### src/rtl/serial_tx_framer.sv
// Serial transmit framer: start bit, DATA_W data bits LSB first, optional parity, STOP_BITS stop bits.
// Define SERIAL_TX_PARITY_EN to include the parity bit (sense selected by PARITY_ODD).
module serial_tx_framer #(
  parameter int DATA_W     = 8,
  parameter int STOP_BITS  = 1,
  parameter int PARITY_ODD = 0
) (
  input  logic              inclk,
  input  logic              resetn,
  input  logic              sclk,
  input  logic [DATA_W-1:0] tx_data,
  input  logic              tx_valid,
  output logic              tx_ready,
  output logic              txd,
  output logic              busy,
  output logic              done
);

  localparam int                 CNT_W     = $clog2(DATA_W + 1);
  localparam logic [CNT_W-1:0] BIT_LAST  = CNT_W'(DATA_W);
  localparam logic [1:0]       STOP_LAST = 2'(STOP_BITS);

  typedef enum logic [2:0] {
    IDLE,
    ARM,
    START,
    DATA,
`ifdef SERIAL_TX_PARITY_EN
    PARITY,
`endif
    STOP
  } state_t;

  state_t            state_q, state_d;
  logic [DATA_W-1:0] shift_q, shift_d;
  logic [CNT_W-1:0]  bitcnt_q, bitcnt_d;
  logic [1:0]        stopcnt_q, stopcnt_d;
  logic              txd_d;
  logic              sync1_q, sync_q, hist_q;
  logic              bit_tick;
  logic              transfer;
`ifdef SERIAL_TX_PARITY_EN
  logic              par_q, par_d;
`endif

  // sclk is asynchronous to inclk: two flops to resolve metastability, a third for edge history.
  // NOTE: sequential state uses non-blocking (<=) so every flop samples pre-edge values.
  always_ff @(posedge inclk or negedge resetn) begin
    if (!resetn) begin
      sync1_q <= 1'b0;
      sync_q  <= 1'b0;
      hist_q  <= 1'b0;
    end else begin
      sync1_q <= sclk;
      sync_q  <= sync1_q;
      hist_q  <= sync_q;
    end
  end

  assign bit_tick = sync_q & ~hist_q;
  assign tx_ready = (state_q == IDLE);
  assign busy     = (state_q != IDLE);
  assign transfer = tx_valid & tx_ready;

  always_ff @(posedge inclk or negedge resetn) begin
    if (!resetn) begin
      state_q   <= IDLE;
      shift_q   <= '0;
      bitcnt_q  <= '0;
      stopcnt_q <= '0;
      txd       <= 1'b1;
`ifdef SERIAL_TX_PARITY_EN
      par_q     <= 1'b0;
`endif
    end else begin
      state_q   <= state_d;
      shift_q   <= shift_d;
      bitcnt_q  <= bitcnt_d;
      stopcnt_q <= stopcnt_d;
      txd       <= txd_d;
`ifdef SERIAL_TX_PARITY_EN
      par_q     <= par_d;
`endif
    end
  end

  // NOTE: every output of this block is defaulted first so no path infers a latch.
  always_comb begin
    state_d   = state_q;
    shift_d   = shift_q;
    bitcnt_d  = bitcnt_q;
    stopcnt_d = stopcnt_q;
    txd_d     = txd;
    done      = 1'b0;
`ifdef SERIAL_TX_PARITY_EN
    par_d     = par_q;
`endif
    unique case (state_q)
      IDLE: begin
        // A tick coinciding with the transfer is not seen: ARM only acts from the next cycle.
        if (transfer) begin
          shift_d  = tx_data;
          bitcnt_d = '0;
`ifdef SERIAL_TX_PARITY_EN
          par_d    = (^tx_data) ^ 1'(PARITY_ODD);
`endif
          state_d  = ARM;
        end
      end
      ARM: begin
        if (bit_tick) begin
          txd_d   = 1'b0;
          state_d = START;
        end
      end
      START: begin
        if (bit_tick) begin
          txd_d    = shift_q[0];
          shift_d  = shift_q >> 1;
          bitcnt_d = CNT_W'(1);
          state_d  = DATA;
        end
      end
      DATA: begin
        if (bit_tick) begin
          if (bitcnt_q < BIT_LAST) begin
            txd_d    = shift_q[0];
            shift_d  = shift_q >> 1;
            bitcnt_d = bitcnt_q + CNT_W'(1);
          end else begin
`ifdef SERIAL_TX_PARITY_EN
            txd_d     = par_q;
            state_d   = PARITY;
`else
            txd_d     = 1'b1;
            stopcnt_d = 2'd1;
            state_d   = STOP;
`endif
          end
        end
      end
`ifdef SERIAL_TX_PARITY_EN
      PARITY: begin
        if (bit_tick) begin
          txd_d     = 1'b1;
          stopcnt_d = 2'd1;
          state_d   = STOP;
        end
      end
`endif
      STOP: begin
        if (bit_tick) begin
          if (stopcnt_q < STOP_LAST) begin
            stopcnt_d = stopcnt_q + 2'd1;
          end else begin
            done    = 1'b1;
            state_d = IDLE;
          end
        end
      end
      default: state_d = IDLE;
    endcase
  end

endmodule

### config.mk
export PLATFORM = sky130hd
export DESIGN_NAME = serial_tx_framer
export DESIGN_NICKNAME = d
export VERILOG_FILES = /design/src/rtl/serial_tx_framer.sv
export SDC_FILE = /design/constraint.sdc
export NUM_CORES = 1
export LEC_CHECK = 0
export CAP_MARGIN = 20
export CORE_MARGIN = 4
export CORE_UTILIZATION = 53
export CTS_CLUSTER_DIAMETER = 150
export CTS_CLUSTER_SIZE = 20
export DETAILED_ROUTE_END_ITERATION = 6
export PLACE_DENSITY = 0.76
export REMOVE_ABC_BUFFERS = 1
export SLEW_MARGIN = 20
export SYNTH_ARGS = -nofsm -noshare
export SYNTH_HDL_FRONTEND = slang
export SYNTH_SLANG_ARGS = --single-unit
### constraint.sdc
create_clock -name inclk -period 1.92 [get_ports inclk]
set_input_delay 0.384 -clock inclk [delete_from_list [all_inputs] [get_ports inclk]]
set_output_delay 0.384 -clock inclk [all_outputs]
set_load 0.02 [all_outputs]
==> results.cfg <==
[status]
outcome = complete, no violations

[timing]
fin_crit_sh_pct = 97.1
rsz0062_at_grt = no
post-route-worst-setup-slack_ps = 56.5
max_clock_freq_mhz = 537
fin_crit_ps = 1860
setup_total_negative_slack_ps = 0
setup-violations-final = 0
tightest_slew_ps = 456
hold_violations = 0
slew_violations = 0
slew-limit-headroom_pct = 69.5
finalClockSkew_ps = 2.06

[worst_setup_path]
timing.critical_path.slowest_cell_delay_ps = 440
reg2reg_depth = 5
worstSetupStartpointType = register
slowest_stage = sky130_fd_sc_hd__dfrtp_1
path_buf_inv = 1
rrSetupSlack_ps = 70
critical_path_class = reg2out
critical_path.top_delay_family = flip-flops
worst_ep_required_ps = 1540
r2r-end = shift_q[2]$_DFFE_PN0P_
crit_path_cell_trace = or3_1, dlygate4sd2_1
crit_path_max_fanout = 4
regToRegStartpoint = state_q[0]$_DFFE_PN0P_
worstSetupPathDepth = 2
critical_path_arrival_ps = 1480
end_kind = primary output

[logic_synthesis]
synth-seq-area-share_pct = 46.5
synth_top_flop_cell = sky130_fd_sc_hd__dfrtp_1
synth_enable_flop_cells = 0
ys_seq_elements = 21
synth_area_per_cell_sq_um = 11.3
netlist-cell-type-count = 35
synthArstFlopShare_pct = 100
netlist_instances = 100
synth-warning-count = 0
synth.cell_area_sq_um = 1130

[route]
routed_wl_um = 2450
ant_nets = 0
route.detailed.wl_per_inst_um = 16.1
firstDrtPassIters = 3
total_drc_errors_in_the_routed_layout = 0
drt_iter0_drc = 9
detail_route.vias_per_cell = 5.79
vias = 880

[power_and_ir_drop]
clock_power_share_pct = 13.1
fraction_of_power_spent_switching_nets_pct = 35.4
cellLeakagePower_nw = 0.627
internal-power_mw = 1.11
vdd.ir_drop.worst_mv = 0.687
power.switching_uw = 605
p_comb_share_pct = 45.2
sequentialPowerShare_pct = 41.7
power_density_nw_per_um2 = 1220

[grt]
grt_pass1_vias = 944
globalRouteTotalUtil_pct = 19.6
grt_overflow = 0
wire_length_of_the_first_global_routing_pass_um = 4080
initial_antenna_violation_count = 0
grt_start_max_net_pins = 13

[clocking]
tritoncts = done
clockBufferDepth = 2
clock_sink_count = 21
cts_root_buf = sky130_fd_sc_hd__clkbuf_4
clock_transition_at_the_register_clock_pins_on_the_worst_setup_and_hold_paths_after_cts_ps = 120
cts_buffers = 3
cts-hold-fix-buffers = 0
htree_levels = 1
clk-insertion-delay-late_ps = 310

[cells_and_area]
nFillCells = 154
area_growth_syn_to_layout_pct = 24.1
ant_diodes = 0
design.final.nets = 140
layout-drive-gt1-share_pct = 25.6

[die]
ioPinCount = 16
floorplan.rows = 16
die_w_um = 54.2
floorplan.die.height_um = 54.2
floorplan.initialDensity_pct = 56.6
die_area_sq_um = 2940
core_sq_um = 2000

[placed_design]
post-place-ws_ps = -180
place.gp.congestion = 0.877
place_hpwl_um = 1810
io_buffer_count = 15

[job]
cap_viol_max_count = 0

[hold_path]
min_path_type = in2async
-- logic make-up after synthesis --
family,count (synthesis),share of synthesized area [%]
buffers and inverters,13,4.53
adder cells (fa/ha/maj),2,2.21
AO/OA/AOI/OAI,18,12.0
flip-flops,21,46.5
AND/OR/NAND/NOR,30,17.2
multiplexers,16,17.6
-- state kept, by name, indices dropped and copies added (netlist names) --
signal and flops:
sync_q 1, hist_q 1, stopcnt_q 2, state_q 3, sync1_q 1, shift_q 8, txd 1, bitcnt_q 4
-- power by group through the flow --
stage               Clock (mW)  Sequential (mW)  Combinational [mW]
finish                   0.225            0.713               0.773
detailed placement           0            0.712               0.779
CTS                      0.230            0.711               0.779
global placement             0            0.704               0.745
global route             0.242            0.732               0.853
floorplan                    0            0.719               0.499
-- how the worst max path moves through the flow --
stage,startpoint,endpoint,slack (ps)
2_1_floorplan,state_q[2]$_DFFE_PN0P_,shift_q[1]$_DFFE_PN0P_,120
3_3_place_gp,tx_valid,shift_q[5]$_DFFE_PN0P_,-160
3_5_place_dp,tx_valid,shift_q[2]$_DFFE_PN0P_,-180
4_1_cts,state_q[1]$_DFFE_PN0P_,done,0.5
5_1_grt,state_q[2]$_DFFE_PN0P_,busy,10
6_report,state_q[2]$_DFFE_PN0P_,busy,60
-- Yosys cell counts (all sizes together), types with 2 or more instances --
cell / n / share of area (%)
nor2b: 3 / 1.7
clkbuf: 3 / 0.99
o21ai: 4 / 1.8
dfrtp: 20 / 44
mux2: 13 / 15
nor2: 3 / 0.99
o22ai: 2 / 1.1
nand2: 3 / 0.99
buf: 2 / 0.88
nor3: 6 / 2.6
inv: 8 / 2.6
nor4bb: 2 / 1.8
mux2i: 3 / 2.6
a22o: 2 / 1.5
a21oi: 3 / 1.3
ha: 2 / 2.2
nand2b: 4 / 2.2
-- cell usage in the layout (no fill, tap or decap), types with 2 or more instances in the layout --
cell type / count
sky130_fd_sc_hd__clkdlybuf4s50_1: 12
sky130_fd_sc_hd__o21ai_0: 4
sky130_fd_sc_hd__a22o_1: 2
sky130_fd_sc_hd__mux2_2: 7
sky130_fd_sc_hd__nand2_1: 3
sky130_fd_sc_hd__a21oi_1: 3
sky130_fd_sc_hd__clkbuf_4: 3
sky130_fd_sc_hd__mux2_4: 6
sky130_fd_sc_hd__clkbuf_2: 2
sky130_fd_sc_hd__nor4bb_1: 2
sky130_fd_sc_hd__o22ai_1: 2
sky130_fd_sc_hd__ha_1: 2
sky130_fd_sc_hd__nand2b_1: 4
sky130_fd_sc_hd__buf_4: 10
sky130_fd_sc_hd__mux2i_1: 3
sky130_fd_sc_hd__nor3_1: 6
sky130_fd_sc_hd__nor2_1: 3
sky130_fd_sc_hd__dfrtp_1: 20
sky130_fd_sc_hd__nor2b_1: 3
sky130_fd_sc_hd__inv_1: 8
-- worst register-to-register path, cell delays in order (launching register included) --
cell	delay (ps)
sky130_fd_sc_hd__dfrtp_1	440
sky130_fd_sc_hd__buf_4	180
sky130_fd_sc_hd__or4b_4	510
sky130_fd_sc_hd__a21boi_4	180
sky130_fd_sc_hd__buf_12	150
sky130_fd_sc_hd__mux2_4	300
-- final cells by class --
type | count | area, sq um | area share, %
Sequential cell | 21 | 527 | 37.5
Multi-Input combinational cell | 66 | 556 | 39.5
Clock buffer | 4 | 26.3 | 1.87
Timing Repair Buffer | 26 | 234 | 16.6
Inverter | 8 | 30.0 | 2.14
Tap cell | 27 | 33.8 | 2.40
-- stage by stage --
stage / utilization (%) / instance area (sq um) / total power, mW / std cells / hold slack (ps)
after global placement: 69.5 / 1390 / 1.45 / 148 / 335
final: 70.3 / 1410 / 1.71 / 152 / 370
after floorplan: - / 1110 / 1.22 / 95 / 88.4
after CTS: 70.7 / 1420 / 1.72 / 152 / 369
after global routing: 70.3 / 1410 / 1.83 / 152 / 383
after detailed placement: 69.5 / 1390 / 1.49 / 148 / 341
-- timing repair --
action / in CTS / in global routing
pin swaps: 0 / 0
resized for setup: 4 / 4
setup buffers: 0 / 0
setup endpoints to repair: 3 / 2
-- layer usage --
metal	wire length, um	part of all wire [%]	global-route usage (%)
met4	64	2.6	12.4
met3	75	3.1	3.00
met5	0	0	0
met1	1070	44	23.0
met2	1240	51	33.1
Note: power is estimated with default switching activity, not from simulation.
